File: src/rtl/serial_bit_feeder.sv
// serial_bit_feeder
//   Accepts parallel words over a valid/ready handshake and serializes them
//   onto a single-bit stream, one bit per clock, for a downstream serial
//   sequence detector. A one-word pending buffer lets consecutive words
//   stream back to back with no idle cycle.
//
// Parameters
//   WIDTH      bits per word (>= 2)
//   MSB_FIRST  1: bit WIDTH-1 goes out first, 0: bit 0 goes out first
//
// Ports
//   clk         rising-edge clock
//   rst         asynchronous, active-high reset
//   data_in     word to serialize, sampled only on a transfer edge
//   load_valid  data_in is valid
//   load_ready  a word can be accepted this cycle (= no pending word)
//   x           serial bit (registered)
//   x_valid     x carries a real data bit (registered)
//   busy        shifter holds a word in flight (registered)
//   done        high while the last bit of a word is on x (registered)
module serial_bit_feeder #(
  parameter int WIDTH     = 8,
  parameter int MSB_FIRST = 1
) (
  input  logic             clk,
  input  logic             rst,
  input  logic [WIDTH-1:0] data_in,
  input  logic             load_valid,
  output logic             load_ready,
  output logic             x,
  output logic             x_valid,
  output logic             busy,
  output logic             done
);

  localparam int CNT_W = (WIDTH > 1) ? $clog2(WIDTH) : 1;
  localparam logic [CNT_W-1:0] LAST = CNT_W'(WIDTH - 1);

  typedef enum logic {IDLE, SHIFT} state_t;

  state_t           st, st_n;
  logic [WIDTH-1:0] sh, sh_n;
  logic [WIDTH-1:0] pend, pend_n;
  logic             pend_v, pend_v_n;
  logic [CNT_W-1:0] cnt, cnt_n;
  logic             x_n, x_valid_n, busy_n, done_n;
  logic             xfer;

  // Bit currently presented at the head of a shift-register image.
  function automatic logic head(input logic [WIDTH-1:0] v);
    return (MSB_FIRST != 0) ? v[WIDTH-1] : v[0];
  endfunction

  // Consume the head bit so the next one moves into the head position.
  function automatic logic [WIDTH-1:0] advance(input logic [WIDTH-1:0] v);
    return (MSB_FIRST != 0) ? {v[WIDTH-2:0], 1'b0} : {1'b0, v[WIDTH-1:1]};
  endfunction

  assign load_ready = !pend_v;
  assign xfer       = load_valid && load_ready;

  always_comb begin
    st_n     = st;
    sh_n     = sh;
    pend_n   = pend;
    pend_v_n = pend_v;
    cnt_n    = cnt;
    unique case (st)
      IDLE: begin
        if (xfer) begin
          sh_n  = data_in;
          cnt_n = '0;
          st_n  = SHIFT;
        end
      end
      SHIFT: begin
        if (cnt != LAST) begin
          sh_n  = advance(sh);
          cnt_n = cnt + 1'b1;
          if (xfer) begin
            pend_n   = data_in;
            pend_v_n = 1'b1;
          end
        end else if (pend_v) begin
          // pend_v=1 means load_ready=0, so no transfer can collide here.
          sh_n     = pend;
          pend_v_n = 1'b0;
          cnt_n    = '0;
        end else if (xfer) begin
          // Word arriving on the last-bit edge skips the pending buffer.
          sh_n  = data_in;
          cnt_n = '0;
        end else begin
          cnt_n = '0;
          st_n  = IDLE;
        end
      end
      default: st_n = IDLE;
    endcase

    // Outputs are registered images of the next state, so they line up
    // with sh/cnt in the same cycle.
    busy_n    = (st_n == SHIFT);
    x_valid_n = (st_n == SHIFT);
    x_n       = (st_n == SHIFT) ? head(sh_n) : 1'b0;
    done_n    = (st_n == SHIFT) && (cnt_n == LAST);
  end

  always_ff @(posedge clk or posedge rst) begin
    if (rst) begin
      st      <= IDLE;
      sh      <= '0;
      pend    <= '0;
      pend_v  <= 1'b0;
      cnt     <= '0;
      x       <= 1'b0;
      x_valid <= 1'b0;
      busy    <= 1'b0;
      done    <= 1'b0;
    end else begin
      st      <= st_n;
      sh      <= sh_n;
      pend    <= pend_n;
      pend_v  <= pend_v_n;
      cnt     <= cnt_n;
      x       <= x_n;
      x_valid <= x_valid_n;
      busy    <= busy_n;
      done    <= done_n;
    end
  end

endmodule
File: config.mk
export PLATFORM = sky130hd
export DESIGN_NAME = serial_bit_feeder
export DESIGN_NICKNAME = d
export VERILOG_FILES = /design/src/rtl/serial_bit_feeder.sv
export SDC_FILE = /design/constraint.sdc
export NUM_CORES = 1
export LEC_CHECK = 0
export ABC_CLOCK_PERIOD_IN_PS = 2150
export CORE_ASPECT_RATIO = 1.4
export CORE_MARGIN = 2
export CORE_UTILIZATION = 45
export DETAILED_ROUTE_END_ITERATION = 10
export PLACE_DENSITY = 0.75
export SYNTH_ARGS = -nofsm -noshare
export SYNTH_HDL_FRONTEND = slang
export SYNTH_SLANG_ARGS = --single-unit
File: constraint.sdc
create_clock -name clk -period 2.15 [get_ports clk]
set_input_delay 0.43 -clock clk [delete_from_list [all_inputs] [get_ports clk]]
set_output_delay 0.43 -clock clk [all_outputs]
set_load 0.05 [all_outputs]
# After elaboration in Yosys (flattened, before gate mapping)
# Cells that the tools add are included.
[totals] elab_cells=31 in_bits=11 latch_bits=0 regBits=23 memories=0 mem_bits_rw=0 romBits=0
[op_classes] magnitude_cmp=0 addsub=1 reduce_logical=5 div=0 muxes=14 shift=0 n_eq_ne=3 bitwise_logic=1 multipliers=0
[ops] operator="$mux W8" count=3
[ops] operator="$pmux W8 S2" count=1
[ops] operator="$mux W1" count=6
[ops] operator="$mux W3" count=2
[ops] operator="$pmux W3 S2" count=1
[ops] operator="$add A3 B1 Y3 const B" count=1
[ops] operator="$eq A3 B3 Y1 const B" count=1
[ops] operator="$ne A3 B3 Y1 const B" count=1
[ops] operator="$reduce_and A3 Y1" count=1
[ops] operator="$logic_and A1 B1 Y1" count=2
[ops] operator="$ne A2 B2 Y1 const B" count=1
[ops] operator="$pmux W1 S2" count=1
[ops] operator="$reduce_and A2 Y1" count=1
[ops] operator="$logic_not A1 Y1" count=1
[ops] operator="$not A1 Y1" count=1

# Logic depth before layout (Yosys ltp)
# Gate-level depths: netlist of the first run.
[logic_depth] ltp_word=7 depth_mapped=6

# Least setup slack after synthesis of the first run
# OpenSTA, ideal clock, no wires.
[synth_timing] kind="reg-to-reg" from="reg cnt[0]" to="reg pend[0]" stages_incl_launch_ff=7 synth_period_minus_slack_ns=1.733 setup_time_ns=0.125 required_ns=2.025 slack_ns=0.417 arrival_ns=1.608 path_buffers=1 path_cell_list="dfrtp_1 > ha_1 > ha_1 > nand2b_1 > buf_6 > nor2_8 > mux2_4"
[synth_via] elab_chain_len=2
[synth_lines] element="start, declared" line="45" source="logic [CNT_W-1:0] cnt, cnt_n;"
[synth_lines] element="start signal, assigned" line="125" source="cnt <= cnt_n;"
[synth_lines] element="$ne A3 B3 Y1" line="77" source="if (cnt != LAST) begin"
[synth_lines] element="$reduce_and A3 Y1 (no source line)"
[synth_lines] element="end signal, assigned" line="123" source="pend <= pend_n;"
[synth_lines] element="end, declared" line="43" source="logic [WIDTH-1:0] pend, pend_n;"
# No other way between the ends.
# A chain may end at the register's enable or synchronous reset.

# Worst setup path in the final report of the first run
[layout_timing] from="reg done" to="out done"
[layout_lines] element="start, declared" line="33" source="output logic done"
[layout_lines] element="start signal, assigned" line="129" source="done <= done_n;"
# No word-level cell between the ends.

==> results of run 1 <==
-- path summary, 6_finish.rpt --
kind	startpoint	to	slack (ps)	cells past startpoint
max in group asynchronous	rst	pend[6]$_DFFE_PP0P_	1500	3
worst max register to register	cnt[0]$_DFF_PP0_	pend[6]$_DFFE_PP0P_	300	5
worst min register to register	cnt[0]$_DFF_PP0_	done$_DFF_PP0_	510	1
worst max-delay path	done$_DFF_PP0_	done	280	1
min in group clk	cnt[0]$_DFF_PP0_	done$_DFF_PP0_	510	1
worst min-delay path	rst	pend_v$_DFFE_PP0P_	440	3
-- per-layer routing --
metal,up-vias,share of wire (%),global-route usage [%]
li1,384,-,-
met1,382,43,23.02
met2,16,53,28.65
met3,4,2.4,3.438
met4,0,1.4,6.429
met5,-,0,0
-- cells in the final DEF (no fill, tap or decap) --
cell,Yosys,layout
dfrtp_1,22,22
mux2i_1,13,13
clkdlybuf4s50_1,0,12
mux2_4,8,8
buf_4,2,7
o22ai_1,6,6
a221oi_1,6,6
nand2_1,5,5
o21ai_0,4,4
clkbuf_4,0,3
nand2b_1,2,2
a21oi_1,2,2
nor2b_1,2,2
nand3_1,2,2
a211oi_1,2,2
inv_1,2,2
nor2_1,2,2
ha_1,2,2
nor2_8,1,1
inv_2,1,1
and2b_1,1,1
nor2b_2,1,1
nor3_1,1,1
a21boi_0,1,1
a2bb2oi_1,1,1
bufinv_16,0,1
dlymetal6s2s_1,0,1
-- stage by stage --
| stage | power [uW] | hold WS [ps] | setup WS (ps) |
|---|---|---|---|
| after global placement | 1647 | 483.3 | 326.2 |
| after CTS | 2003 | 439.8 | 22.35 |
| final | 1980 | 439.0 | 275.8 |
| after global routing | 2138 | 451.8 | 207.9 |
| after floorplan | 1480 | 419.2 | 416.8 |
| after detailed placement | 1682 | 482.8 | 319.7 |
-- sequential cells by signal, summed over array words and instances, names as in the netlist --
register and cells:
st 1, pend 8, x 1, sh 7, pend_v 1, cnt 3, done 1
-- cells by family (layout without fill, tap and decap cells) --
kind of cell,Yosys count,count (layout),share of synthesized area (%)
flip-flops,22,22,48.62
AO/OA/AOI/OAI,22,22,13.37
AND/OR/NAND/NOR,17,17,9.061
multiplexers,21,21,22.10
buffers and inverters,9,27,4.640
adder cells (fa/ha/maj),2,2,2.210
-- power by group --
| part | internal (uW) | switching, uW | total, uW |
|---|---|---|---|
| Combinational | 448 | 445 | 893 |
| Sequential | 618 | 156 | 774 |
| Clock | 188 | 125 | 313 |
| Total | 1250 | 726 | 1980 |
-- layout make-up --
cell class | instances | area share, %
inverter | 3 | 0.8212
multi-input combinational | 62 | 38.59
timing repair buffer | 20 | 13.50
clock buffer | 3 | 1.642
clock inverter | 1 | 2.190
tap | 34 | 3.102
sequential | 22 | 40.15
-- repair_timing --
action                                  4_1_cts  5_1_grt
buffers inserted                              0        0
hold buffers                                  0        0
resized for setup                             0        1
endpoints found under the setup margin        0        1
==> results.toml, run 1 <==
[finish]
layout-drive-gt1-share_pct = 19.82
design_area_um2 = 1371
fillers = 203
syn_to_final_growth_pct = 21.11
postLayoutCoreUtil_pct = 57.35
nets = 125
final-seq-area_um2 = 550.5
multi_input_area_um2 = 529.3
fin_cells = 145
num_antenna_cells = 0

[synthesis]
synth_top_cell_by_area = "dfrtp_1"
synth_top_area_share_pct = 48.62
synth_cell_type_count = 25
synth_common_cells = "dfrtp_1, mux2i_1, mux2_4"
synth-edff-count = 0
synthesis.nets = 106
ys_seq_area_share_pct = 48.62
synth-main-ff-cell = "dfrtp_1"
avgSynthCellArea_um2 = 12.18
synth_area_leaders = "dfrtp_1, mux2i_1, mux2_4"
synth-async-reset-ratio_pct = 100.0
syn-cell-area_um2 = 1132
yosysMostFrequentCell = "dfrtp_1"
synth_cells = 93
synth_seq_cells = 22
yosysWarnings = 0

[clock_tree]
numClockSinks = 22
cts_root_buf = "clkbuf_4"
path_clk_slew_ps = 120
tritoncts = "built"
clk_latency_ps = 310
h-tree-depth = 1
clockBufferDepth = 2
numCtsBuffers = 3

[setup_path]
max_stage_delay_ps = 790
path_max_fanout = 1
cp.required_ps = 1720
setup.worst_path.start_class = "flop"
cp_top_family = "buffers and inverters"
path_class = "reg -> out"
crit_chain = "clkdlybuf4s50_1"
cp.arrival_ps = 1440
worst-path-buf-inv = 1
endpoint_kind = "output port"
crit_path_top_delay_cell = "clkdlybuf4s50_1"

[timing]
hold_viol = 0
fin_setup_tns_ps = 0
fin_crit_sh_pct = 87.17
fin_skew_ps = 2.446
drv_slew = 0
max_slew.worst_pin.slew_ps = 507.6
rsz0062_at_grt = "false"
setup_viol = 0
fmax_mhz = 533.6
period_minus_slack_ps = 1874
relSlewSlack_pct = 66.09

[routing]
viasPerCell = 5.421
wl_per_cell_um = 15.02
drtPass1Iterations = 4
routed_wl_mm = 2.178
detailroute.via_count = 786
drcViolationCount = 0
drtIter0Drc = 4
final_antenna_net_count = 0

[die]
row_count = 21
die_w_um = 46.40
core-area_um2 = 2391
dieArea_um2 = 2939
io_pins = 16
die_y_um = 63.36
initial_core_util_pct = 47.36

[worst_hold_path]
hp-class = "in -> async"

[power]
leakage_uw = 0.0006553
peakVddDrop_mv = 0.5891
p_per_area_nw_per_um2 = 1444

[outcome]
outcome = "finished, final reports clean"

[grt]
grt.overflow.total = 0
grt_pass1_vias = 840
antenna_found_initial = 0
grt_pass1_wl_mm = 3.829
grtUsageTotal_pct = 17.85
grt_max_degree = 23

[placed_design]
place.gp.congestion = 0.8463
dp_hpwl_mm = 1.577
placed_cells = 141
dpl_cell_area_um2 = 1316
portBuffers = 15

[flow_run]
drv_cap = 0
Power figures use the tool's default switching activity.
==> run 2: changes to the inputs <==
--- a/config.mk
+++ b/config.mk
@@ -12,2 +12,3 @@
 export DETAILED_ROUTE_END_ITERATION = 10
+export GPL_TIMING_DRIVEN = 0
 export PLACE_DENSITY = 0.75
==> constraint.sdc (replaced) <==
create_clock -name clk -period 2.15 [get_ports clk]
set_input_delay 0.3225 -clock clk [delete_from_list [all_inputs] [get_ports clk]]
set_output_delay 0.3225 -clock clk [all_outputs]
set_load 0.05 [all_outputs]
==> results.toml, run 2 (synthesis gave the netlist of run 1 again) <==
[outcome]
outcome = "finished, final reports clean"

[routing]
detailroute.via_count = 814
wl_per_cell_um = 15.89
drtPass1Iterations = 4
viasPerCell = 5.575
final_antenna_net_count = 0
drtIter0Drc = 8
routed_wl_mm = 2.320
drcViolationCount = 0

[setup_path]
cp_top_family = "buffers and inverters"
max_stage_delay_ps = 790
path_class = "reg -> out"
cp.required_ps = 1830
r2r_start = "cnt[0]$_DFF_PP0_"
worstReg2RegEnd = "pend[2]$_DFFE_PP0P_"
crit_path_top_delay_cell = "clkdlybuf4s50_1"
r2r_slack_ps = 260
setup.worst_path.start_class = "flop"
path_max_fanout = 8
cp.arrival_ps = 1730
endpoint_kind = "output port"
worst_r2r_path_depth = 6
worst-path-buf-inv = 3
crit_chain = "buf_2, inv_1, clkdlybuf4s50_1"

[timing]
rsz0062_at_grt = "false"
fin_skew_ps = 10.83
fin_setup_tns_ps = 0
fmax_mhz = 486.6
relSlewSlack_pct = 44.82
setup_viol = 0
period_minus_slack_ps = 2055
fin_crit_sh_pct = 95.59
finalWorstSetupSlack_ps = 94.83
drv_slew = 0
max_slew.worst_pin.slew_ps = 826.8
hold_viol = 0

[die]
die_y_um = 63.36
io_pins = 16
core-area_um2 = 2391
initial_core_util_pct = 47.36
die_w_um = 46.40
dieArea_um2 = 2939
row_count = 21

[worst_hold_path]
hp-class = "in -> async"

[placed_design]
portBuffers = 15
dp_hpwl_mm = 1.581
post-place-ws_ps = 258.4
place.gp.congestion = 0.7821

[clock_tree]
h-tree-depth = 1
hold_buffers = 0
clockBufferDepth = 2
numCtsBuffers = 3
clk_latency_ps = 320
cts_resized = 0
path_clk_slew_ps = 130
cts_root_buf = "clkbuf_4"
numClockSinks = 22
tritoncts = "built"
postCtsSetupBuffers = 0

[grt]
grtUsageTotal_pct = 19.21
grt_pass1_wl_mm = 4.050
grt_pass1_vias = 840
antenna_found_initial = 0
grt_max_degree = 23
grt.overflow.total = 0

[finish]
largest_reg_flops = 8
layout_common_cells = "dfrtp_1, clkdlybuf4s50_1, mux2i_1, mux2_4"
num_antenna_cells = 0
nets = 126
regMostFlops = "pend"
fillers = 207
layout-drive-gt1-share_pct = 18.75
mostFrequentLayoutCell = "dfrtp_1"
syn_to_final_growth_pct = 21.66
top_regs = "pend: 8 flops, sh: 7 flops, cnt: 3 flops"

[flow_run]
drv_cap = 0

[power]
p_per_area_nw_per_um2 = 1473
leakage_uw = 0.0006400
peakVddDrop_mv = 0.6326
==> run 2: metrics by stage <==
step	area, um^2	std cells	hold WS [ps]	total power [uW]	utilization (%)
after floorplan	1132	93	311.7	1480	-
after global placement	1325	142	476.6	1672	55.42
after detailed placement	1325	142	479.6	1710	55.42
after CTS	1378	146	490.5	2039	57.61
after global routing	1378	146	515.8	2187	57.61
final	1378	146	457.1	2029	57.61
==> run 2: final cells by class <==
| type | instances | area (um^2) | share of cell area [%] |
|---|---|---|---|
| clock buffer | 3 | 22.52 | 1.635 |
| buffer | 6 | 41.29 | 2.997 |
| tap | 34 | 42.54 | 3.088 |
| clock inverter | 1 | 30.03 | 2.180 |
| inverter | 3 | 11.26 | 0.8174 |
| timing repair buffer | 15 | 150.1 | 10.90 |
| multi-input combinational | 62 | 529.3 | 38.42 |
| sequential | 22 | 550.5 | 39.96 |
==> run 2: worst max-delay path by stage <==
stage / start / end / slack (ps) / cells after the start
after floorplan: cnt[0]$_DFF_PP0_ / pend[0]$_DFFE_PP0P_ / 420 / 6
after CTS: pend_v$_DFFE_PP0P_ / load_ready / 100 / 3
after detailed placement: cnt[0]$_DFF_PP0_ / pend[5]$_DFFE_PP0P_ / 260 / 6
after global placement: cnt[0]$_DFF_PP0_ / pend[5]$_DFFE_PP0P_ / 290 / 6
after global routing: pend_v$_DFFE_PP0P_ / load_ready / 30 / 3
final: pend_v$_DFFE_PP0P_ / load_ready / 90 / 3
==> run 2: per-layer routing <==
layer | up-vias | share of wire [%] | global-route usage [%]
li1 | 382 | - | -
met1 | 410 | 42 | 24.77
met2 | 17 | 53 | 29.86
met3 | 5 | 3.1 | 3.438
met4 | 0 | 2.2 | 9.286
met5 | - | 0 | 0
==> run 2: power breakdown <==
group	switching, uW	internal, uW
Sequential	124	618
Clock	134	189
Combinational	494	471
